`config.mk`:
```
export PLATFORM = sky130hd
export DESIGN_NAME = spi_xfer_ctrl
export DESIGN_NICKNAME = d
export VERILOG_FILES = /design/src/rtl/spi_xfer_pkg.sv /design/src/rtl/spi_baud_gen.sv /design/src/rtl/spi_xfer_ctrl.sv
export SDC_FILE = /design/constraint.sdc
export NUM_CORES = 1
export LEC_CHECK = 0
export BUFFER_PORTS_ARGS = -buffer_cell sky130_fd_sc_hd__buf_2
export CAP_MARGIN = 20
export CORE_UTILIZATION = 37
export DETAILED_ROUTE_END_ITERATION = 12
export PLACE_DENSITY_LB_ADDON = 0.12
export SETUP_SLACK_MARGIN = 0.5
export SLEW_MARGIN = 40
export SYNTH_ARGS = -nofsm -noshare
export SYNTH_HDL_FRONTEND = slang
export SYNTH_SLANG_ARGS = --single-unit
```
`constraint.sdc`:
```
create_clock -name PCLK -period 3.65 [get_ports PCLK]
set_input_delay 0.365 -clock PCLK [delete_from_list [all_inputs] [get_ports PCLK]]
set_output_delay 0.365 -clock PCLK [all_outputs]
set_load 0.01 [all_outputs]
```
`src/rtl/spi_xfer_pkg.sv`:
```
// Shared definitions for the SPI transfer sequencer: FSM state codes, edge count and
// the half-period calculation from the baud pre-select/select fields.
package spi_xfer_pkg;

    typedef logic [1:0] xfer_state_t;

    localparam xfer_state_t ST_IDLE = 2'd0;
    localparam xfer_state_t ST_LOAD = 2'd1;
    localparam xfer_state_t ST_XFER = 2'd2;
    localparam xfer_state_t ST_DONE = 2'd3;

    localparam int unsigned EDGES      = 16;
    localparam int unsigned HALF_MAX_W = 12;

    // (sppr+1) << spr at full width: 1..1024
    function automatic logic [HALF_MAX_W-1:0] calc_half(input logic [2:0] sppr,
                                                        input logic [2:0] spr);
        logic [HALF_MAX_W-1:0] base;
        base = HALF_MAX_W'(sppr) + HALF_MAX_W'(1);
        return base << spr;
    endfunction

endpackage

```
`src/rtl/spi_baud_gen.sv`:
```
// Half-period generator: reloadable down-counter that emits a one-cycle tick every
// i_half cycles while enabled.
module spi_baud_gen
    import spi_xfer_pkg::*;
#(
    parameter int unsigned DIV_W = 12
) (
    input  logic             i_clk,
    input  logic             i_rst_n,
    input  logic             i_en,
    input  logic             i_restart,
    input  logic [DIV_W-1:0] i_half,
    output logic             o_tick
);

    logic [DIV_W-1:0] r_cnt;
    logic [DIV_W-1:0] w_reload;
    logic             w_zero;

    assign w_reload = i_half - DIV_W'(1);
    assign w_zero   = (r_cnt == '0);
    assign o_tick   = i_en & ~i_restart & w_zero;

    always_ff @(posedge i_clk or negedge i_rst_n) begin
        if (!i_rst_n) begin
            r_cnt <= '0;
        end else if (i_restart) begin
            r_cnt <= w_reload;
        end else if (i_en) begin
            r_cnt <= w_zero ? w_reload : r_cnt - DIV_W'(1);
        end
    end

endmodule

```
`src/rtl/spi_xfer_ctrl.sv`:
```
// SPI master transfer sequencer: SS, SCLK, load/capture strobes and per-bit launch/sample pulses.
// Define SPI_XFER_B2B_EN to queue a start_i seen mid-frame and run frames back-to-back.
module spi_xfer_ctrl
    import spi_xfer_pkg::*;
#(
    parameter int unsigned DIV_W = 12
) (
    input  logic       PCLK,
    input  logic       PRESET_n,
    input  logic       spe_i,
    input  logic       start_i,
    input  logic       cpol_i,
    input  logic       cpha_i,
    input  logic [2:0] sppr_i,
    input  logic [2:0] spr_i,
    output logic       ss_o,
    output logic       sclk_o,
    output logic       send_data_o,
    output logic       receive_data_o,
    output logic       mosi_send_sclk_o,
    output logic       miso_receive_sclk_o,
    output logic       mosi_send_sclk0_o,
    output logic       miso_receive_sclk0_o,
    output logic       busy_o,
    output logic       done_o
);

    xfer_state_t      r_state;
    xfer_state_t      r_state_prev;
    xfer_state_t      w_state_d;
    logic [DIV_W-1:0] r_half;
    logic             r_cpol;
    logic             r_cpha;
    logic             r_sclk;
    logic [4:0]       r_edge;
    logic             r_setup_done;

    logic [DIV_W-1:0] w_half_live;
    logic [DIV_W-1:0] w_half_sel;
    logic             w_tick;
    logic             w_edge_tick;
    logic             w_last_edge;
    logic             w_first_xfer;
    logic             w_first_done;
    logic             w_again;
    logic             w_mosi;
    logic             w_miso;
    logic             w_alt;

    assign w_half_live = DIV_W'(calc_half(sppr_i, spr_i));
    // The counter is restarted during LOAD, before the live value has been latched.
    assign w_half_sel  = (r_state == ST_LOAD) ? w_half_live : r_half;

    spi_baud_gen #(
        .DIV_W (DIV_W)
    ) u_baud (
        .i_clk     (PCLK),
        .i_rst_n   (PRESET_n),
        .i_en      ((r_state == ST_XFER) || (r_state == ST_DONE)),
        .i_restart (r_state == ST_LOAD),
        .i_half    (w_half_sel),
        .o_tick    (w_tick)
    );

    // The first tick in XFER ends the setup phase; every later tick is an SCLK edge.
    assign w_edge_tick  = w_tick & r_setup_done & (r_state == ST_XFER);
    assign w_last_edge  = w_edge_tick & (r_edge == 5'(EDGES - 1));
    assign w_first_xfer = (r_state == ST_XFER) & (r_state_prev == ST_LOAD);
    assign w_first_done = (r_state == ST_DONE) & (r_state_prev == ST_XFER);

`ifdef SPI_XFER_B2B_EN
    logic r_pend;

    always_ff @(posedge PCLK or negedge PRESET_n) begin
        if (!PRESET_n) begin
            r_pend <= 1'b0;
        end else if (!spe_i) begin
            r_pend <= 1'b0;
        end else if (start_i && (r_state != ST_IDLE)) begin
            r_pend <= 1'b1;
        end else if (r_state == ST_LOAD) begin
            r_pend <= 1'b0;
        end
    end

    assign w_again = r_pend | start_i;
`else
    assign w_again = 1'b0;
`endif

    always_comb begin
        w_state_d = r_state;
        case (r_state)
            ST_IDLE: if (start_i) w_state_d = ST_LOAD;
            ST_LOAD: w_state_d = ST_XFER;
            ST_XFER: if (w_last_edge) w_state_d = ST_DONE;
            ST_DONE: if (w_tick) w_state_d = w_again ? ST_LOAD : ST_IDLE;
            default: w_state_d = ST_IDLE;
        endcase
        if (!spe_i) begin
            w_state_d = ST_IDLE;
        end
    end

    always_ff @(posedge PCLK or negedge PRESET_n) begin
        if (!PRESET_n) begin
            r_state      <= ST_IDLE;
            r_state_prev <= ST_IDLE;
        end else begin
            r_state      <= w_state_d;
            r_state_prev <= r_state;
        end
    end

    always_ff @(posedge PCLK or negedge PRESET_n) begin
        if (!PRESET_n) begin
            r_half <= '0;
            r_cpol <= 1'b0;
            r_cpha <= 1'b0;
        end else if (r_state == ST_LOAD) begin
            r_half <= w_half_live;
            r_cpol <= cpol_i;
            r_cpha <= cpha_i;
        end
    end

    always_ff @(posedge PCLK or negedge PRESET_n) begin
        if (!PRESET_n) begin
            r_sclk <= 1'b0;
        end else if (!spe_i || (r_state == ST_IDLE) || (r_state == ST_LOAD)) begin
            r_sclk <= cpol_i;
        end else if (w_edge_tick) begin
            r_sclk <= ~r_sclk;
        end
    end

    always_ff @(posedge PCLK or negedge PRESET_n) begin
        if (!PRESET_n) begin
            r_edge       <= '0;
            r_setup_done <= 1'b0;
        end else if (r_state != ST_XFER) begin
            r_edge       <= '0;
            r_setup_done <= 1'b0;
        end else if (w_tick) begin
            if (r_setup_done) begin
                r_edge <= r_edge + 5'd1;
            end else begin
                r_setup_done <= 1'b1;
            end
        end
    end

    // r_edge holds the count of edges already issued, so the current edge is r_edge+1.
    always_comb begin
        w_mosi = 1'b0;
        w_miso = 1'b0;
        if (r_cpha) begin
            w_mosi = w_edge_tick & ~r_edge[0];
            w_miso = w_edge_tick & r_edge[0];
        end else begin
            w_mosi = w_first_xfer | (w_edge_tick & r_edge[0] & (r_edge <= 5'(EDGES - 3)));
            w_miso = w_edge_tick & ~r_edge[0];
        end
    end

    assign w_alt = r_cpol ^ r_cpha;

    assign busy_o               = (r_state != ST_IDLE);
    assign ss_o                 = ~busy_o;
    assign sclk_o               = r_sclk;
    assign send_data_o          = (r_state == ST_LOAD);
    assign receive_data_o       = w_first_done & spe_i;
    assign done_o               = w_first_done & spe_i;
    assign mosi_send_sclk_o     = w_mosi & ~w_alt;
    assign miso_receive_sclk_o  = w_miso & ~w_alt;
    assign mosi_send_sclk0_o    = w_mosi & w_alt;
    assign miso_receive_sclk0_o = w_miso & w_alt;

endmodule

```
==> results.py, run 1 <==
metrics = {
    "power_and_ir_drop": {
        "powerDensity_nw_per_um2": 801,
        "p_leak_nw": 1.19,
        "p_comb_frac": 0.546,
        "switching_power_mw": 1.00,
        "ir_worst_vdd_mv": 0.383,
        "p_clk_frac": 0.132,
        "power_mw": 2.17,
        "pwr-share-seq": 0.322,
        "power.internal_mw": 1.16,
        "netSwitchingFraction": 0.462,
    },
    "timing": {
        "finalSetupViolations": 0,
        "rsz0062_at_grt": "no",
        "setup_ws_ns": 0.819,
        "clock_skew_ns": 0.00883,
        "slew_violations": 0,
        "tns_ns": 0,
        "slew_headroom": 0.476,
        "fin_crit_sh": 0.776,
        "fin_crit_ns": 2.83,
        "hold_slack_ns": 0.0401,
        "worst_pin_slew_ns": 0.779,
        "max_freq_mhz": 353,
        "finalHoldViolCount": 0,
    },
    "yosys": {
        "synth_ff_type": "dfrtp_1",
        "ys_async_sr_fraction": 1.00,
        "syn_nets": 305,
        "synth_edf_count": 0,
        "synth_cell_types": 60,
        "ys.warnings.count": 0,
        "ys_ff_latch": 37,
        "syn-mean-instance-area_sq_um": 8.67,
        "ys_seq_area_frac": 0.379,
        "synth_cells": 282,
        "syn_area_sq_um": 2450,
    },
    "global_routing": {
        "grt.overflow.total": 0,
        "grt_pass1_vias": 2010,
        "antenna_found_initial": 0,
        "grt_first_pass_wirelength_um": 10100,
        "grtUsageTotal": 0.181,
        "grt_max_degree": 38,
    },
    "routing": {
        "drtAntennaViolNets": 0,
        "drt_iter0_drc": 167,
        "post_drt_via_cell_ratio": 5.63,
        "vias": 2134,
        "wl_um": 5950,
        "avgRoutedWirePerCell_um": 15.7,
        "drc_errors": 0,
        "dr.pass1.iters": 4,
    },
    "critical_path": {
        "crit_type": "flip-flop to flip-flop",
        "cp.required_ns": 3.81,
        "critPathMaxFanout": 12,
        "critPathArrivalTime_ns": 3.00,
        "startpoint_type": "flip-flop",
        "end_kind": "flip-flop",
    },
    "placement": {
        "place_congestion": 0.822,
        "placed_cell_area_sq_um": 2620,
        "place_ws_ns": 0.762,
        "hpwl_um": 4250,
        "dp_cells": 371,
        "port_buffers": 21,
    },
    "floorplanning": {
        "initial_utilization": 0.385,
        "io_pins": 22,
        "rows": 29,
        "core_sq_um": 6350,
        "die_h_um": 83.3,
        "die_area_sq_um": 6940,
        "chipWidth_um": 83.3,
    },
    "cells_and_area": {
        "syn_to_final_growth_pct": 10.6,
        "layout.nets": 324,
        "post-route-util": 0.426,
        "drive_above_1_share": 0.142,
        "stdcell_area_sq_um": 2710,
        "final_cells": 379,
        "num_antenna_cells": 0,
    },
    "status": {
        "status": "complete, no violations",
    },
    "clock_network": {
        "clk_path_buf_depth": 2,
        "tritoncts": "done",
        "insertion_delay_ns": 0.29,
        "path_clk_slew_ns": 0.08,
        "h-tree-depth": 2,
        "post_cts_buffers": 0,
        "cts.sink_count": 37,
        "cts_inserted_buffers": 5,
        "cts-root-buf": "clkbuf_8",
    },
    "min_path": {
        "hp-class": "input port to asynchronous set/reset pin",
    },
    "job": {
        "maxCapViolations": 0,
    },
}
-- layout make-up --
class,count,area (sq um)
multi-input combinational,215,1400
fill,641,3640
sequential,37,926
inverter,17,63.8
clock buffer,6,72.6
tap,77,96.3
clock inverter,2,10.0
timing repair buffer,25,138
-- sequential cells by signal, indices dropped and copies added (netlist names) --
name and count:
r_edge 5, r_setup_done 1, r_state 2, r_cpol 1
r_half 12, u_baud.r_cnt 12, r_cpha 1, sclk_o 1
r_state_prev 2
-- path summary, 6_finish.rpt --
check / startpoint / to / slack, ns / depth (start not counted)
worst max-delay path: r_state[1] / u_baud.r_cnt[8] / 0.82 / 11
min in group PCLK: cpha_i / r_cpha / 0.30 / 2
worst min-delay path: PRESET_n / r_half[5] / 0.04 / 1
max in group asynchronous: PRESET_n / r_edge[2] / 3.25 / 1
worst min register to register: r_state[1] / r_state_prev[1] / 0.46 / 0
worst max register to register: r_state[1] / u_baud.r_cnt[8] / 0.82 / 11
-- cells by family (layout without fill, tap and decap cells) --
family | Yosys count | after routing | share of synthesized area
xor gates and xnor gates | 14 | 14 | 0.0501
muxes | 3 | 3 | 0.0133
AOI/OAI and AO/OA | 76 | 76 | 0.206
and+or+nand+nor | 111 | 111 | 0.243
buffers and inverters | 30 | 50 | 0.0522
adders and majority gates | 11 | 11 | 0.0563
DFF | 37 | 37 | 0.379
-- placed cells by master, fill, tap and decap left out, drive strengths merged, types with 3 or more instances in the layout --
cell,n
o221ai,4
a31oi,3
nor3b,3
nor4,6
o22ai,3
xor2,5
ha,11
nor2,32
nand3,9
or3,3
clkbuf,6
nand4,4
buf,25
nor2b,6
nand2,21
xnor2,9
a21o,3
a21oi,24
nand2b,3
dfrtp,37
nor3,11
or4,3
inv,17
o21ai,18
-- cells in the mapped netlist, drive strengths merged (3+ instances only) --
cell type / number / area, sq um
a31oi: 3 / 18.8
xnor2: 9 / 78.8
o22ai: 3 / 18.8
or3: 3 / 18.8
nor3: 11 / 55.1
nor4: 6 / 65.1
nand4: 4 / 25.0
o221ai: 4 / 35.0
nand2: 21 / 78.8
nand2b: 3 / 18.8
ha: 11 / 138
xor2: 5 / 43.8
nand3: 9 / 45.0
dfrtp: 37 / 926
nor3b: 3 / 22.5
nor2: 32 / 120
clkbuf: 6 / 22.5
buf: 7 / 41.3
inv: 17 / 63.8
or4: 3 / 30.0
nor2b: 6 / 37.5
a21oi: 24 / 120
a21o: 3 / 22.5
o21ai: 18 / 90.1
-- per-layer routing --
metal / global-route usage / wire, um / vias to the layer above
met3: 0.0278 / 204 / 7
met1: 0.274 / 3160 / 1024
li1: - / - / 1061
met5: 0 / 0 / -
met2: 0.269 / 2530 / 42
met4: 0.0470 / 57 / 0
-- timing repair --
item / in CTS / in global routing
setup endpoints to repair: 0 / 2
gates resized for setup: 0 / 1
hold buffers: 0 / 0
-- critical path, cell delays in order, from the launching register on --
cell and delay, ns:
dfrtp_1 0.41, inv_1 0.08, ha_1 0.28, inv_1 0.34, nor4_1 0.10, a21oi_1 0.18
ha_1 0.21, o21ai_0 0.13, or4_4 0.47, nor3_1 0.23, xnor2_1 0.15, o221ai_1 0.14
-- power groups by stage --
stage	logic, mW	registers, mW	clock network (mW)
after global placement	1.17	0.703	0
final	1.18	0.698	0.286
after CTS	1.18	0.695	0.291
after global routing	1.32	0.727	0.310
after floorplan	0.903	0.658	0
after detailed placement	1.17	0.704	0
No activity file was read; power rests on OpenSTA's default activity.
==> run 2: changes to the inputs <==
- clock period: 3.65 -> 2.35 ns (I/O delays scaled with it)
==> results.py, run 2 (synthesized netlist as in run 1, its figures left out) <==
metrics = {
    "timing": {
        "slew_headroom": 0.664,
        "clock_skew_ns": 0.0101,
        "finalSetupViolations": 2,
        "slew_violations": 0,
        "max_freq_mhz": 422,
        "worst_pin_slew_ns": 0.503,
        "finalHoldViolCount": 0,
        "fin_crit_sh": 1.01,
        "fin_crit_ns": 2.37,
        "setup_ws_ns": -0.0175,
        "rsz0062_at_grt": "yes",
    },
    "routing": {
        "post_drt_via_cell_ratio": 5.46,
        "dr.pass1.iters": 4,
        "vias": 2396,
        "drtAntennaViolNets": 0,
        "drc_errors": 0,
        "avgRoutedWirePerCell_um": 15.9,
        "wl_um": 7000,
        "drt_iter0_drc": 108,
    },
    "cells_and_area": {
        "final_cells": 439,
        "post-route-util": 0.572,
        "final_common_cell": "buf_4",
        "stdcell_area_sq_um": 3630,
        "n_fill_cell": 575,
        "reg.largest.list": "r_half (12), u_baud.r_cnt (12), r_edge (5)",
        "layout.nets": 384,
        "num_antenna_cells": 0,
        "drive_above_1_share": 0.450,
        "layout_common_cells": "buf_4, dfrtp_1, nor2_1",
        "syn_to_final_growth_pct": 48.4,
    },
    "clock_network": {
        "tritoncts": "done",
        "path_clk_slew_ns": 0.08,
        "cts-root-buf": "clkbuf_8",
        "insertion_delay_ns": 0.29,
        "h-tree-depth": 2,
        "cts_inserted_buffers": 5,
        "cts.sink_count": 37,
        "clk_path_buf_depth": 2,
    },
    "power_and_ir_drop": {
        "powerDensity_nw_per_um2": 1260,
        "p_leak_nw": 1.57,
        "ir_worst_vdd_mv": 0.771,
        "power_mw": 4.58,
    },
    "global_routing": {
        "grtUsageTotal": 0.212,
        "grt_pass1_vias": 2452,
        "grt.overflow.total": 0,
        "antenna_found_initial": 0,
        "grt_max_degree": 38,
        "grt_first_pass_wirelength_um": 11700,
    },
    "placement": {
        "port_buffers": 21,
        "hpwl_um": 4860,
        "place_congestion": 0.847,
        "dp_cells": 401,
        "placed_cell_area_sq_um": 2970,
    },
    "status": {
        "failed_checks": "negative setup slack",
        "status": "finished, violations left",
    },
    "floorplanning": {
        "chipWidth_um": 83.3,
        "die_h_um": 83.3,
        "rows": 29,
        "io_pins": 22,
        "initial_utilization": 0.385,
        "die_area_sq_um": 6940,
        "core_sq_um": 6350,
    },
    "job": {
        "maxCapViolations": 0,
    },
    "critical_path": {
        "end_kind": "flip-flop",
        "critPathMaxFanout": 4,
        "critPathArrivalTime_ns": 2.55,
        "crit_type": "flip-flop to flip-flop",
        "startpoint_type": "flip-flop",
        "cp.required_ns": 2.53,
    },
    "min_path": {
        "hp-class": "input port to flip-flop",
    },
}
[run 2: area by class of cell]
class	count	area (sq um)	area share
Tap cell	77	96.3	0.0265
Clock buffer	6	72.6	0.0200
Sequential cell	37	926	0.255
Inverter	17	68.8	0.0190
Multi-Input combinational cell	215	1800	0.496
Timing Repair Buffer	85	657	0.181
Clock inverter	2	10.0	0.00276
[run 2: final timing paths]
| path | end | slack (ns) | start | cells past startpoint |
|---|---|---|---|---|
| worst max-delay path | u_baud.r_cnt[9] | -0.02 | r_state[1] | 10 |
| worst min-delay path | r_cpha | 0.16 | cpha_i | 2 |
| worst max register to register | u_baud.r_cnt[9] | -0.02 | r_state[1] | 10 |
| worst min register to register | r_half[11] | 0.53 | r_half[11] | 1 |
| max in group asynchronous | r_half[6] | 1.55 | PRESET_n | 2 |
| min in group asynchronous | r_state_prev[0] | 0.45 | PRESET_n | 2 |
[run 2: worst max-delay path: stages (launching register included)]
cell	delay (ns)
dfrtp_1	0.37
inv_2	0.06
ha_4	0.17
buf_12	0.13
and3b_1	0.17
o31ai_2	0.24
a31oi_1	0.15
or4_4	0.51
nor4_4	0.20
xnor2_1	0.18
o21ai_1	0.08
[run 2: power by group]
group | internal (mW) | switching, mW | total, mW | leakage [nW]
logic | 1.45 | 1.56 | 3.01 | 1.06
clock network | 0.206 | 0.234 | 0.440 | 0.0450
registers | 0.871 | 0.252 | 1.12 | 0.472
total | 2.53 | 2.05 | 4.58 | 1.57
[run 2: per-layer routing]
layer | vias up | wire, um | track usage
li1 | 1180 | - | -
met1 | 1168 | 3130 | 0.260
met2 | 39 | 3600 | 0.381
met3 | 9 | 173 | 0.0318
met4 | 0 | 89 | 0.0643
met5 | - | 0 | 0
[run 2: through the flow]
stage	TNS, ns	hold WS (ns)	setup slack, ns
3_5_place_dp	-0.396	0.240	-0.0975
5_1_grt	-0.832	0.153	-0.136
3_3_place_gp	-0.199	0.415	-0.0649
4_1_cts	-0.0135	0.159	-0.0135
6_report	-0.0226	0.164	-0.0175
2_1_floorplan	-0.00993	-0.0606	-0.00993
[run 2: what timing repair did]
| action | CTS | global route |
|---|---|---|
| hold buffers | 1 | 0 |
| endpoints found under the hold margin | 37 | 0 |
| gates resized for setup | 59 | 22 |
| setup buffers | 19 | 10 |
| endpoints found under the setup margin | 24 | 26 |
| pin swaps | 26 | 19 |
